===== src/rtl/behaviour_sequencer.sv =====
// behaviour_sequencer: forward/reverse/turn obstacle-avoidance FSM with tick-timed manoeuvres.
// Define BEHAVIOUR_SEQUENCER_DEBOUNCE_EN to require three consecutive synchronized obstacle samples.
module behaviour_sequencer #(
    parameter int PRESCALE   = 120000,
    parameter int BACK_TICKS = 50,
    parameter int TURN_TICKS = 30
) (
    input  logic       clk,
    input  logic       rst,
    input  logic       en,
    input  logic       obstacle,
    output logic [1:0] mot_l,
    output logic [1:0] mot_r,
    output logic [1:0] state,
    output logic       avoid_done,
    output logic [7:0] avoid_cnt
);
    localparam logic [1:0] S_IDLE = 2'b00;
    localparam logic [1:0] S_FWD  = 2'b01;
    localparam logic [1:0] S_BACK = 2'b10;
    localparam logic [1:0] S_TURN = 2'b11;
    localparam logic [23:0] PRE_MAX   = 24'(PRESCALE - 1);
    localparam logic [7:0]  BACK_LAST = 8'(BACK_TICKS - 1);
    localparam logic [7:0]  TURN_LAST = 8'(TURN_TICKS - 1);

    logic [1:0]  st, nxt;
    logic        obs_m, obs_s, accept, tick, entry, finish;
    logic [23:0] pre;
    logic [7:0]  ticks;

    always_ff @(posedge clk) begin
        if (!rst) begin
            obs_m <= 1'b0;
            obs_s <= 1'b0;
        end else begin
            obs_m <= obstacle;
            obs_s <= obs_m;
        end
    end

`ifdef BEHAVIOUR_SEQUENCER_DEBOUNCE_EN
    logic [1:0] hist;
    always_ff @(posedge clk) begin
        if (!rst) hist <= 2'b00;
        else hist <= {hist[0], obs_s};
    end
    assign accept = obs_s & hist[0] & hist[1];
`else
    assign accept = obs_s;
`endif

    assign tick = pre == PRE_MAX;

    always_comb begin
        nxt = !en ? S_IDLE :
              st == S_IDLE ? S_FWD :
              st == S_FWD  ? (accept ? S_BACK : S_FWD) :
              st == S_BACK ? ((tick && ticks == BACK_LAST) ? S_TURN : S_BACK) :
                             ((tick && ticks == TURN_LAST) ? S_FWD : S_TURN);
    end

    // en low clears the timers every cycle, even while already idle
    assign entry  = (nxt != st) || !en;
    assign finish = (st == S_TURN) && (nxt == S_FWD);

    always_ff @(posedge clk) begin
        if (!rst) begin
            st         <= S_IDLE;
            pre        <= '0;
            ticks      <= '0;
            avoid_done <= 1'b0;
            avoid_cnt  <= '0;
        end else begin
            st         <= nxt;
            pre        <= (entry || tick) ? 24'd0 : pre + 24'd1;
            ticks      <= entry ? 8'd0 : ticks + {7'd0, tick};
            avoid_done <= finish;
            avoid_cnt  <= avoid_cnt + {7'd0, finish};
        end
    end

    assign state = st;
    assign mot_l = (st == S_FWD || st == S_TURN) ? 2'b01 : (st == S_BACK) ? 2'b10 : 2'b00;
    assign mot_r = (st == S_FWD) ? 2'b01 : st[1] ? 2'b10 : 2'b00;
endmodule


===== config.mk =====
export PLATFORM = sky130hd
export DESIGN_NAME = behaviour_sequencer
export DESIGN_NICKNAME = d
export VERILOG_FILES = /design/src/rtl/behaviour_sequencer.sv
export SDC_FILE = /design/constraint.sdc
export NUM_CORES = 1
export LEC_CHECK = 0
export BUFFER_PORTS_ARGS = -buffer_cell sky130_fd_sc_hd__buf_2
export CAP_MARGIN = 20
export CORE_UTILIZATION = 45
export CTS_CLUSTER_SIZE = 10
export DETAILED_ROUTE_END_ITERATION = 6
export MAX_ROUTING_LAYER = met4
export PLACE_DENSITY = 0.71
export SYNTH_ARGS = -nofsm -noshare
export SYNTH_HDL_FRONTEND = slang
export SYNTH_SLANG_ARGS = --single-unit

===== constraint.sdc =====
create_clock -name clk -period 2.9 [get_ports clk]
set_clock_uncertainty 0.1 [all_clocks]
set_input_delay 0.435 -clock clk [delete_from_list [all_inputs] [get_ports clk]]
set_output_delay 0.435 -clock clk [all_outputs]
set_load 0.02 [all_outputs]

==> impl_metrics.env <==
export IMPL_numCtsBuffers=5
export IMPL_yosysWarnings=0
export IMPL_setup_viol=0
export IMPL_critical_path_endpoint="avoid_cnt[5]"
export IMPL_synth_seq_cells=45
export IMPL_cts_hold_fix_buffers=0
export IMPL_post_route_period_util_pct=82.9
export IMPL_fin_setup_tns_ns=0
export IMPL_vias=1696
export IMPL_cpPeakStageDelay_ns=0.43
export IMPL_r2r_end="avoid_cnt[5]"
export IMPL_crit_chain="nor4_4 > nand4_1 > nor3_1 > and2_1 > ha_1 > and3_1 > nand3_1 > xnor2_1 > and2_1"
export IMPL_cts_sinks=45
export IMPL_path_max_fanout=6
export IMPL_power_total_mw=1.03
export IMPL_crit_slowest_cell="nor4_4"
export IMPL_post_place_ws_ns=0.500
export IMPL_synth_xor_area_share_pct=8.85
export IMPL_critPathCaptureType="register"
export IMPL_dpl_cell_count=293
export IMPL_drv_cap=0
export IMPL_wl_um=4070
export IMPL_yosys_area_share_adder_pct=2.30
export IMPL_diodes=0
export IMPL_grt_pass1_wl_um=7180
export IMPL_grt_overflow=0
export IMPL_synth_compound_area_share_pct=10.6
export IMPL_antenna_left=0
export IMPL_hp_class="input port to register"
export IMPL_maxSlewViolCount=0
export IMPL_ir_worst_vdd_mv=0.298
export IMPL_crit_path_frequent_cell="and2_1"
export IMPL_synth_nets=239
export IMPL_rrSetupSlack_ns=0.50
export IMPL_num_nets_final=256
export IMPL_crit_required_ns=2.99
export IMPL_seq_area_frac_synth_pct=41.4
export IMPL_power_density_nw_per_um2=432
export IMPL_reg2regPathDepth=9
export IMPL_r2r_start="pre[6]"
export IMPL_io_pins=19
export IMPL_die_y_um=71.6
export IMPL_avgSynthCellArea_um2=9.43
export IMPL_power_leakage_nw=0.854
export IMPL_worst_slack_ns=0.497
export IMPL_synthMuxAreaShare_pct=0
export IMPL_grt_antenna_before_repair=0
export IMPL_rsz0062_at_grt="false"
export IMPL_cts_tree="done"
export IMPL_crit_arrival_ns=2.49
export IMPL_tightest_slew_ns=0.764
export IMPL_post_drt_wl_per_cell_um=13.6
export IMPL_grt_pass1_vias=1586
export IMPL_drt_iter0_drc=108
export IMPL_grt_max_degree=19
export IMPL_placed_cell_area_um2=2300
export IMPL_synthDistinctLibCells=39
export IMPL_synth_top_family_by_area="simple AND/OR/NAND/NOR gates"
export IMPL_drive_gt1_share_pct=14.5
export IMPL_initial_core_util_pct=48.4
export IMPL_clk_root_buffer_cell="clkbuf_8"
export IMPL_syn2layout_area_growth_pct=9.53
export IMPL_syn_area_um2=2180
export IMPL_die_w_um=71.6
export IMPL_final_cells=300
export IMPL_synth_cells=231
export IMPL_clock_fmax_mhz=416
export IMPL_design_area_um2=2390
export IMPL_core_area_um2=4500
export IMPL_clkTransAtPathRegs_ns=0.08
export IMPL_outcome="finished clean"
export IMPL_drc=0
export IMPL_startpoint_type="register"
export IMPL_die_area_um2=5120
export IMPL_post_cts_buffers=0
export IMPL_crit_type="register to register"
export IMPL_hpwl_um=2860
export IMPL_synth_simple_gate_area_share_pct=33.5
export IMPL_rows=24
export IMPL_clk_latency_ns=0.29
export IMPL_slew_headroom_pct=49.0
export IMPL_startpoint="pre[6]"
export IMPL_place_congestion=0.804
export IMPL_viasPerCell=5.65
export IMPL_io_buffers=18
export IMPL_post_route_min_period_ns=2.40
export IMPL_grt_util_all_layers_pct=18.1
export IMPL_hold_violations=0
export IMPL_cts_max_level=2
export IMPL_dr_pass1_iters=4
export IMPL_post_cts_resized=0
export IMPL_clockBufferDepth=2
-- per-layer routing --
| layer | GRT usage [%] | part of all wire, % | vias up |
|---|---|---|---|
| met5 | - | 0 | - |
| li1 | - | - | 880 |
| met3 | 3.80 | 2.1 | 2 |
| met1 | 23.6 | 51 | 798 |
| met2 | 28.0 | 46 | 16 |
| met4 | 5.88 | 0.66 | 0 |
-- critical path: cells and delay by family (launching register included) --
kind | cells | cell delay (ns)
xor+xnor | 1 | 0.13
fa+ha+maj | 1 | 0.18
flops | 1 | 0.41
simple gates | 7 | 1.49
-- through the flow --
stage / hold slack [ns] / utilization [%]
final: 0.248 / 53.0
after floorplan: 0.312 / -
after global routing: 0.247 / 53.0
after global placement: 0.316 / 51.0
after CTS: 0.245 / 53.0
after detailed placement: 0.319 / 51.0
-- cell usage after synthesis, drive strengths merged --
cell	instances	area share [%]
ha	4	2.3
clkbuf	5	0.86
or3	2	0.57
nor3	6	1.4
nor4bb	1	0.46
dfxtp	45	41
o31ai	11	3.8
nor2	16	2.8
nand4	9	3.3
nand2	10	1.7
nor2b	3	0.86
nor4b	3	1.5
o21bai	2	0.69
nand3	18	5.2
a2111oi	1	1.3
and3	7	2.0
buf	6	1.9
o21ai	3	0.69
a21oi	12	2.8
or4b	1	0.46
nor3b	1	0.34
inv	4	0.69
xor2	16	6.4
nand4b	1	0.40
and4	4	1.6
and2	14	4.0
a21o	1	0.34
and4b	2	0.92
a211oi	3	1.0
nor4	3	2.2
or4	11	3.8
xnor2	6	2.4
-- cells in the final DEF, fill, tap and decap left out, types with 3 or more instances in the layout --
cell type	n
nand2_1	10
dfxtp_1	45
or4_1	11
and2_1	14
inv_1	4
clkbuf_8	6
and4_1	4
buf_2	18
buf_4	3
o21ai_0	3
o31ai_1	11
ha_1	4
nor3_1	6
nand3_1	15
xnor2_1	6
nand4_1	8
nor2_1	16
a211oi_1	3
xor2_1	16
and3_1	7
a21oi_1	12
nor2b_1	3
-- cells by family after synthesis --
family | after synthesis
AND/OR/NAND/NOR | 112
flip-flops | 45
AO/OA/AOI/OAI | 33
XOR/XNOR | 22
buffers and inverters | 15
adder cells (fa/ha/maj) | 4
-- cell type report --
cell class / count / area, um^2
sequential: 45 / 901
clock buffer: 6 / 82.6
tap: 52 / 65.1
multi-input combinational: 171 / 1200
clock inverter: 1 / 7.51
fill: 421 / 2120
timing repair buffer: 21 / 113
inverter: 4 / 15.0
-- sequential cells by signal, indices dropped and copies added, names as in the netlist --
name	cells
accept	1
avoid_cnt	8
avoid_done	1
obs_m	1
pre	24
state	2
ticks	8
-- worst min-delay path by stage --
stage	from	end	slack (ns)	depth (start not counted)
floorplan	obs_m	accept	0.31	1
global placement	obs_m	accept	0.32	1
detailed placement	obs_m	accept	0.32	1
CTS	obstacle	obs_m	0.25	2
global route	obstacle	obs_m	0.25	2
finish	obstacle	obs_m	0.25	2
-- power by group --
group | internal (mW) | switching (mW)
combinational | 0.00702 | 0.0130
sequential | 0.620 | 0.00233
clock | 0.188 | 0.201
(Power assumes the default switching activity.)
